$ cat src/rtl/text_console_ctrl.sv
// text_console_ctrl
// Command-driven write controller for the text RAM write port of the text
// pixel generator. Host commands (put char, newline, home, clear) arrive over
// a valid/ready handshake. The controller keeps a cursor and issues at most
// one registered text RAM write per cycle. CLEAR runs a multi-cycle fill of
// the whole screen and blocks new commands until it completes.
//
// Ports:
//   clk           system clock, also the text RAM write clock
//   reset         synchronous, active-high reset
//   cmd_valid     command present
//   cmd_ready     controller accepts a command this cycle (low while filling)
//   cmd_op        0=PUT_CHAR, 1=NEWLINE, 2=CLEAR, 3=HOME
//   cmd_data      glyph for PUT_CHAR, fill glyph for CLEAR
//   text_wr_ena   one-cycle write strobe
//   text_wr_data  write data
//   text_wr_addr  write address (row*TEXT_WIDTH + col)
//   cursor_col    current cursor column
//   cursor_row    current cursor row
//   busy          high while a CLEAR fill is running
//
// Optional feature macro: TEXT_CONSOLE_CTRL_ASCII_EN
//   When defined, PUT_CHAR interprets 0x0A (newline), 0x0D (carriage return)
//   and 0x0C (form feed = clear with spaces). When undefined every code is
//   written literally, since the font covers the full code page 437.
module text_console_ctrl #(
  parameter int TEXT_WIDTH  = 60,
  parameter int TEXT_HEIGHT = 20,
  parameter int TEXT_LEN    = TEXT_WIDTH * TEXT_HEIGHT,
  parameter int ADDR_SZ     = 13
) (
  input  logic                            clk,
  input  logic                            reset,
  input  logic                            cmd_valid,
  output logic                            cmd_ready,
  input  logic [1:0]                      cmd_op,
  input  logic [7:0]                      cmd_data,
  output logic                            text_wr_ena,
  output logic [7:0]                      text_wr_data,
  output logic [ADDR_SZ-1:0]              text_wr_addr,
  output logic [$clog2(TEXT_WIDTH)-1:0]   cursor_col,
  output logic [$clog2(TEXT_HEIGHT)-1:0]  cursor_row,
  output logic                            busy
);

  localparam int COL_W = $clog2(TEXT_WIDTH);
  localparam int ROW_W = $clog2(TEXT_HEIGHT);

  localparam logic [COL_W-1:0]   LAST_COL  = COL_W'(TEXT_WIDTH - 1);
  localparam logic [ROW_W-1:0]   LAST_ROW  = ROW_W'(TEXT_HEIGHT - 1);
  localparam logic [ADDR_SZ-1:0] LAST_ADDR = ADDR_SZ'(TEXT_LEN - 1);
  localparam logic [ADDR_SZ-1:0] ROW_STEP  = ADDR_SZ'(TEXT_WIDTH);

  localparam logic [1:0] OP_PUT_CHAR = 2'd0;
  localparam logic [1:0] OP_NEWLINE  = 2'd1;
  localparam logic [1:0] OP_CLEAR    = 2'd2;

  typedef enum logic {ST_IDLE, ST_FILL} state_t;

  state_t             state_q, state_d;
  logic               wr_ena_q, wr_ena_d;
  logic [7:0]         wr_data_q, wr_data_d;
  logic [ADDR_SZ-1:0] wr_addr_q, wr_addr_d;
  logic [COL_W-1:0]   col_q, col_d;
  logic [ROW_W-1:0]   row_q, row_d;
  logic [ADDR_SZ-1:0] addr_q, addr_d;
  logic [ADDR_SZ-1:0] row_start_q, row_start_d;
  logic [ADDR_SZ-1:0] fill_cnt_q, fill_cnt_d;
  logic [7:0]         fill_data_q, fill_data_d;

  logic               accept;
  logic               do_put;
  logic               do_newline;
  logic               do_home;
  logic               start_clear;
  logic [7:0]         clear_fill;
  logic [ROW_W-1:0]   nl_row;
  logic [ADDR_SZ-1:0] nl_addr;

  always_comb begin
    state_d     = state_q;
    wr_ena_d    = 1'b0;
    wr_data_d   = wr_data_q;
    wr_addr_d   = wr_addr_q;
    col_d       = col_q;
    row_d       = row_q;
    addr_d      = addr_q;
    row_start_d = row_start_q;
    fill_cnt_d  = fill_cnt_q;
    fill_data_d = fill_data_q;
    do_put      = 1'b0;
    do_newline  = 1'b0;
    do_home     = 1'b0;
    start_clear = 1'b0;
    clear_fill  = cmd_data;

    cmd_ready = (state_q == ST_IDLE) && !reset;
    accept    = cmd_valid && cmd_ready;

    // Start of the next row, tracked incrementally so no multiplier is needed.
    // The bottom row wraps back to the top because the screen never scrolls.
    if (row_q == LAST_ROW) begin
      nl_row  = '0;
      nl_addr = '0;
    end else begin
      nl_row  = row_q + ROW_W'(1);
      nl_addr = row_start_q + ROW_STEP;
    end

    case (state_q)
      ST_IDLE: begin
        if (accept) begin
          case (cmd_op)
            OP_PUT_CHAR: begin
`ifdef TEXT_CONSOLE_CTRL_ASCII_EN
              if (cmd_data == 8'h0A) begin
                do_newline = 1'b1;
              end else if (cmd_data == 8'h0D) begin
                col_d  = '0;
                addr_d = row_start_q;
              end else if (cmd_data == 8'h0C) begin
                start_clear = 1'b1;
                clear_fill  = 8'h20;
              end else begin
                do_put = 1'b1;
              end
`else
              do_put = 1'b1;
`endif
            end
            OP_NEWLINE: do_newline  = 1'b1;
            OP_CLEAR:   start_clear = 1'b1;
            default:    do_home     = 1'b1;
          endcase
        end
      end
      ST_FILL: begin
        // fill_cnt_q holds the address currently on the write port; the
        // first fill write was already registered when CLEAR was accepted.
        if (fill_cnt_q == LAST_ADDR) begin
          state_d = ST_IDLE;
          do_home = 1'b1;
        end else begin
          fill_cnt_d = fill_cnt_q + ADDR_SZ'(1);
          wr_ena_d   = 1'b1;
          wr_addr_d  = fill_cnt_q + ADDR_SZ'(1);
          wr_data_d  = fill_data_q;
        end
      end
      default: state_d = ST_IDLE;
    endcase

    if (do_put) begin
      wr_ena_d  = 1'b1;
      wr_addr_d = addr_q;
      wr_data_d = cmd_data;
      if (col_q == LAST_COL) begin
        col_d       = '0;
        row_d       = nl_row;
        addr_d      = nl_addr;
        row_start_d = nl_addr;
      end else begin
        col_d  = col_q + COL_W'(1);
        addr_d = addr_q + ADDR_SZ'(1);
      end
    end

    if (do_newline) begin
      col_d       = '0;
      row_d       = nl_row;
      addr_d      = nl_addr;
      row_start_d = nl_addr;
    end

    if (do_home) begin
      col_d       = '0;
      row_d       = '0;
      addr_d      = '0;
      row_start_d = '0;
    end

    if (start_clear) begin
      state_d     = ST_FILL;
      fill_data_d = clear_fill;
      fill_cnt_d  = '0;
      wr_ena_d    = 1'b1;
      wr_addr_d   = '0;
      wr_data_d   = clear_fill;
    end
  end

  always_ff @(posedge clk) begin
    if (reset) begin
      state_q     <= ST_IDLE;
      wr_ena_q    <= 1'b0;
      wr_data_q   <= '0;
      wr_addr_q   <= '0;
      col_q       <= '0;
      row_q       <= '0;
      addr_q      <= '0;
      row_start_q <= '0;
      fill_cnt_q  <= '0;
      fill_data_q <= '0;
    end else begin
      state_q     <= state_d;
      wr_ena_q    <= wr_ena_d;
      wr_data_q   <= wr_data_d;
      wr_addr_q   <= wr_addr_d;
      col_q       <= col_d;
      row_q       <= row_d;
      addr_q      <= addr_d;
      row_start_q <= row_start_d;
      fill_cnt_q  <= fill_cnt_d;
      fill_data_q <= fill_data_d;
    end
  end

  assign text_wr_ena  = wr_ena_q;
  assign text_wr_data = wr_data_q;
  assign text_wr_addr = wr_addr_q;
  assign cursor_col   = col_q;
  assign cursor_row   = row_q;
  assign busy         = (state_q == ST_FILL);

endmodule

$ cat config.mk
export PLATFORM = sky130hd
export DESIGN_NAME = text_console_ctrl
export DESIGN_NICKNAME = d
export VERILOG_FILES = /design/src/rtl/text_console_ctrl.sv
export SDC_FILE = /design/constraint.sdc
export NUM_CORES = 1
export LEC_CHECK = 0
export BUFFER_PORTS_ARGS = -buffer_cell sky130_fd_sc_hd__buf_2
export CAP_MARGIN = 15
export CELL_PAD_IN_SITES_DETAIL_PLACEMENT = 2
export CELL_PAD_IN_SITES_GLOBAL_PLACEMENT = 2
export CORE_MARGIN = 2
export CORE_UTILIZATION = 34
export DETAILED_ROUTE_END_ITERATION = 8
export PLACE_DENSITY = 0.83
export SLEW_MARGIN = 10
export SYNTH_ARGS = -nofsm -noshare
export SYNTH_HDL_FRONTEND = slang
export SYNTH_SLANG_ARGS = --single-unit
$ cat constraint.sdc
create_clock -name clk -period 2.95 [get_ports clk]
set_input_delay 0.7375 -clock clk [delete_from_list [all_inputs] [get_ports clk]]
set_output_delay 0.7375 -clock clk [all_outputs]
set_load 0.01 [all_outputs]
# Word-level counts from Yosys, hierarchy flattened
# Index checks and enable logic that the tools add are counted.
dict set report totals {
  output_inout_bits 35
  ff_bits 81
}
dict set report op_classes {
  add_sub_neg 5
  n_eq_ne 7
  n_reduce_logical 16
  muxes 37
  n_bitwise 2
}
# op n
set ops {}
lappend ops {{13-bit 2-to-1 mux} 10}
lappend ops {{8-bit 2-to-1 mux} 4}
lappend ops {{13-bit by 1-bit adder with 13-bit output, second input constant} 2}
lappend ops {{5-bit 2-to-1 mux} 4}
lappend ops {{1-bit 2-to-1 mux} 17}
lappend ops {{13-bit by 6-bit adder with 13-bit output, second input constant} 1}
lappend ops {{13-bit by 11-bit equality test with 1-bit output, second input constant} 1}
lappend ops {{2-bit AND reduction} 4}
lappend ops {{6-bit by 1-bit adder with 6-bit output, second input constant} 1}
lappend ops {{6-bit equality test, second input constant} 1}
lappend ops {{6-bit 2-to-1 mux} 1}
lappend ops {{2-bit nonzero test} 3}
lappend ops {{3-bit OR reduction} 2}
lappend ops {{5-bit by 1-bit adder with 5-bit output, second input constant} 1}
lappend ops {{5-bit equality test, second input constant} 1}
lappend ops {{2-bit OR reduction} 2}
lappend ops {{3-bit != test, second input constant} 1}
lappend ops {{3-bit nonzero test} 1}
lappend ops {{2-bit by 1-bit equality test with 1-bit output, second input constant} 1}
lappend ops {{2-bit equality test, second input constant} 1}
lappend ops {{1-bit logical AND} 2}
lappend ops {{2-bit zero test} 1}
lappend ops {{2-bit != test, second input constant} 1}
lappend ops {{1-bit inverter} 2}
lappend ops {{2 further kinds} 2}

# Depth between registers and ports, before layout
dict set report depth {
  word_depth 7
  ltp_mapped 8
}

# Least setup slack after synthesis
# No wires, ideal clock.
dict set report synth_timing {
  path_type {input -> register}
  startpoint {input reset}
  endpoint {register col_q[4], in the netlist cursor_col[4]}
  stages 7
  setup_ns 0.070
  setup_slack_ns 0.668
  n_path_buf 2
  arrival_time_ns 2.212
  cell_sequence {buf_6 or4b_1 buf_4 nor2_8 nand3_2 or3b_1 a21oi_1}
}
dict set report synth_via {
  elab_chain_len 6
  elab_cells_between_ends 10
  cone_classes {6 x mux; 4 x reduce/logical}
}
# item line
set synth_rtl {}
lappend synth_rtl {{start, declared} 33} ;# input logic reset,
lappend synth_rtl {{1-bit zero test} 97} ;# cmd_ready = (state_q == ST_IDLE) && !reset;
lappend synth_rtl {{1-bit logical AND} 97}
lappend synth_rtl {{1-bit logical AND} 98} ;# accept = cmd_valid && cmd_ready;
lappend synth_rtl {{1-bit 2-to-1 mux} 112} ;# if (accept) begin
lappend synth_rtl {{1-bit one-hot mux with 2 select lines / 1-bit 2-to-1 mux (equally long branches)} 110} ;# case (state_q)
lappend synth_rtl {{3-bit OR reduction (no source line)} -}
lappend synth_rtl {{end signal, assigned} 209} ;# col_q <= col_d;
lappend synth_rtl {{end, declared} 64} ;# logic [COL_W-1:0] col_q, col_d;
# Parallel ways exist; a longest one is shown, timed or not.
# A chain may end at the register's enable or synchronous reset.

# Worst setup path after layout
dict set report layout_timing {
  startpoint {register fill_cnt_q[0]}
  endpoint {register addr_q[1]}
}
dict set report layout_via {
  elab_chain_len 4
}
# item line
set layout_rtl {}
lappend layout_rtl {{start, declared} 68} ;# logic [ADDR_SZ-1:0] fill_cnt_q, fill_cnt_d;
lappend layout_rtl {{start signal, assigned} 213} ;# fill_cnt_q <= fill_cnt_d;
lappend layout_rtl {{13-bit by 11-bit equality test with 1-bit output} 140} ;# if (fill_cnt_q == LAST_ADDR) begin
lappend layout_rtl {{1-bit 2-to-1 mux} 140}
lappend layout_rtl {{1-bit one-hot mux with 2 select lines} 110}
lappend layout_rtl {{2-bit OR reduction (no source line)} -}
lappend layout_rtl {{end signal, assigned} 211} ;# addr_q <= addr_d;
lappend layout_rtl {{end, declared} 66} ;# logic [ADDR_SZ-1:0] addr_q, addr_d;
# Every way passes these cells.

==> impl_metrics.env <==
export IMPL_tritoncts="built"
export IMPL_dr_pass1_iters=4
export IMPL_synth_fp_nets=530
export IMPL_num_rows=40
export IMPL_drt_iter0_drc=173
export IMPL_hold_class="reg2reg"
export IMPL_worst_path_most_repeated_cell="buf_4"
export IMPL_seq_area_frac_synth_pct=39.7
export IMPL_cp_arrival_ns=2.64
export IMPL_yosys_area_share_simple_pct=28.5
export IMPL_core_area_um2=11900
export IMPL_post_route_worst_setup_slack_ns=0.525
export IMPL_drt_vias_per_instance=5.62
export IMPL_final_cell_mix="85 x nand2_1, 81 x dfxtp_1, 53 x nor2_1"
export IMPL_hold_viol_final=0
export IMPL_cp_required_ns=3.17
export IMPL_cts_hold_buf=0
export IMPL_drive_gt1_share_pct=15.9
export IMPL_cp_slowest_stage_delay_ns=0.61
export IMPL_routed_wl_mm=13.0
export IMPL_clockBufferDepth=2
export IMPL_r2r_end="addr_q[1]"
export IMPL_cp_slowest_cell="nor4_1"
export IMPL_cts_buffers=9
export IMPL_final_common_cell="nand2_1"
export IMPL_ant_nets=0
export IMPL_area_delta_synth_final_pct=16.2
export IMPL_die_area_um2=12900
export IMPL_crit_chain="ha_1 -> nand4_1 -> buf_4 -> nor4_1 -> or3_1 -> buf_4 -> nor3_1"
export IMPL_wire_per_inst_um=18.5
export IMPL_grt_ovfl_total=0
export IMPL_final_nets=566
export IMPL_cts_setup_buffers=0
export IMPL_synth_edf_count=0
export IMPL_drc=0
export IMPL_multiInputGateArea_um2=2260
export IMPL_setup_viol=0
export IMPL_synth_async_reset_ratio_pct=0
export IMPL_hpwl_mm=9.05
export IMPL_crit_path_end_kind="register"
export IMPL_grt_use_total_pct=20.7
export IMPL_die_h_um=114
export IMPL_io_pin_count=48
export IMPL_min_from="text_wr_addr[8]"
export IMPL_clock_sinks=81
export IMPL_antenna_found_initial=0
export IMPL_max_slew_margin_pct=35.7
export IMPL_die_x_um=114
export IMPL_fill_cells=1366
export IMPL_avgSynthCellArea_um2=7.99
export IMPL_startpoint_type="register"
export IMPL_fin_setup_tns_ns=0
export IMPL_routabilityCongestion=0.775
export IMPL_io_buffers=47
export IMPL_synth_distinct_cells=59
export IMPL_start_util_pct=34.5
export IMPL_holdPathStages=2
export IMPL_yosys_most_used_dff="dfxtp_1"
export IMPL_crit_type="reg2reg"
export IMPL_worst_pin_slew_ns=0.952
export IMPL_power_density_nw_per_um2=521
export IMPL_syn_instance_count=512
export IMPL_r2r_start="fill_cnt_q[0]"
export IMPL_grt_pass1_wl_mm=21.4
export IMPL_h_tree_depth=3
export IMPL_finalCriticalPeriod_ns=2.42
export IMPL_synth_top_family_by_area="simple AND/OR/NAND/NOR gates"
export IMPL_synthMuxAreaShare_pct=0.245
export IMPL_status="complete, no violations"
export IMPL_ir_worst_vdd_uv=191
export IMPL_reg2reg_depth=7
export IMPL_grt_start_max_net_pins=27
export IMPL_synthAdderAreaFrac_pct=1.53
export IMPL_min_to="text_wr_addr[8]"
export IMPL_synth_xor_area_share_pct=7.07
export IMPL_fin_util_pct=40.1
export IMPL_rrSetupSlack_ns=0.53
export IMPL_cts_resized=0
export IMPL_leakagePower_nw=1.81
export IMPL_fin_skew_ns=0.00608
export IMPL_final_period_utilization_pct=82.2
export IMPL_synth_compound_area_share_pct=17.9
export IMPL_rsz0062_at_grt="false"
export IMPL_path_clk_slew_ns=0.06
export IMPL_antennaDiodeCount=0
export IMPL_grt_pass1_vias=4223
export IMPL_place_ws_ns=0.435
export IMPL_maxCapViolCount=0
export IMPL_yosys_register_bits=81
export IMPL_regArea_um2=1620
export IMPL_synth_warnings=0
export IMPL_cts_root_buffer="clkbuf_16"
export IMPL_clk_latency_ns=0.34
export IMPL_slew_viol_final=0
export IMPL_syn_cell_area_um2=4090
export IMPL_max_freq_mhz=412
export IMPL_vias=3931
export IMPL_crit_fanout=26
power by group:
part / switching (mW) / internal, mW / total, mW
clock: 0.467 / 0.724 / 1.19
sequential: 0.0151 / 1.11 / 1.12
combinational: 0.106 / 0.0515 / 0.158
metrics by stage:
stage          hold slack [ns]  power [mW]  instance area [um2]  instances
3_5_place_dp             0.453        1.31                 4430        684
2_1_floorplan            0.437        1.25                 4090        512
3_3_place_gp             0.441        1.30                 4430        684
4_1_cts                  0.463        2.50                 4750        700
6_report                 0.460        2.47                 4750        700
5_1_grt                  0.483        2.56                 4750        700
Yosys cell counts (2+ instances only):
cell,count,area share [%]
a211oi_1,2,0.37
a21o_1,2,0.37
a21oi_1,42,5.1
a221oi_1,2,0.43
a22oi_1,9,1.7
a311oi_1,10,2.1
a31oi_1,11,1.7
a32oi_1,2,0.43
and2_1,5,0.76
and3_1,5,0.76
and4_1,2,0.43
buf_2,8,0.98
buf_4,4,0.73
buf_6,2,0.55
clkbuf_1,20,1.8
dfxtp_1,81,40
ha_1,5,1.5
inv_1,9,0.83
nand2_1,85,7.8
nand3_1,19,2.3
nand3b_1,5,0.92
nand4_1,11,1.7
nor2_1,53,4.9
nor2b_1,5,0.76
nor3_1,15,1.8
nor4_1,4,0.61
nor4b_1,2,0.43
o211a_1,2,0.49
o21ai_0,21,2.6
o41ai_1,2,0.43
or2_2,2,0.31
or3_1,5,0.76
or4_1,2,0.37
or4b_4,2,0.67
xnor2_1,12,2.6
xor2_1,21,4.5
critical path: cells and delay by family (launching register included):
family | cells | cell delay [ns]
simple gates | 4 | 1.06
buf+inv | 2 | 0.52
flops | 1 | 0.43
fa+ha+maj | 1 | 0.29
worst max path at each step:
| stage | end | cells after the start | from |
|---|---|---|---|
| 3_5_place_dp | addr_q[8] | 6 | reset |
| 2_1_floorplan | cursor_col[4] | 7 | reset |
| 6_report | addr_q[1] | 7 | fill_cnt_q[0] |
| 4_1_cts | addr_q[1] | 7 | fill_cnt_q[0] |
| 3_3_place_gp | addr_q[8] | 6 | reset |
| 5_1_grt | addr_q[5] | 7 | fill_cnt_q[0] |
layer usage:
layer  routed length, um  up-vias  part of all wire (%)  global-route usage, %
met5                   0        -                     0                      0
met4                 227        0                   1.8                   7.97
met3                 371       16                   2.9                   2.82
met2                6530       61                    50                   36.4
met1                5830     1968                    45                   25.8
li1                    -     1886                     -                      -
layout make-up:
type                    instances  share of cell area [%]
flip-flops and latches         81                    34.1
well taps                     147                    3.87
multi-input cells             387                    47.6
inverters                       9                   0.711
clock inverters                 4                    1.05
repair buffers                 60                    7.01
clock buffers                  12                    5.61
flip-flops by register name, indices dropped and copies added, names as in the netlist:
| name | flops |
|---|---|
| row_start_q | 13 |
| fill_cnt_q | 13 |
| cursor_row | 5 |
| fill_data_q | 8 |
| text_wr_addr | 13 |
| cursor_col | 6 |
| text_wr_ena | 1 |
| text_wr_data | 8 |
| busy | 1 |
| addr_q | 13 |
logic make-up (layout without fill, tap and decap cells):
group                    count (synthesis)  count (layout)
multiplexers                             1               1
XOR/XNOR                                33              33
AO/OA/AOI/OAI                          114             114
adder cells (fa/ha/maj)                  5               5
AND/OR/NAND/NOR                        234             234
buffers and inverters                   44              85
flip-flops                              81              81
(Power assumes the default switching activity.)
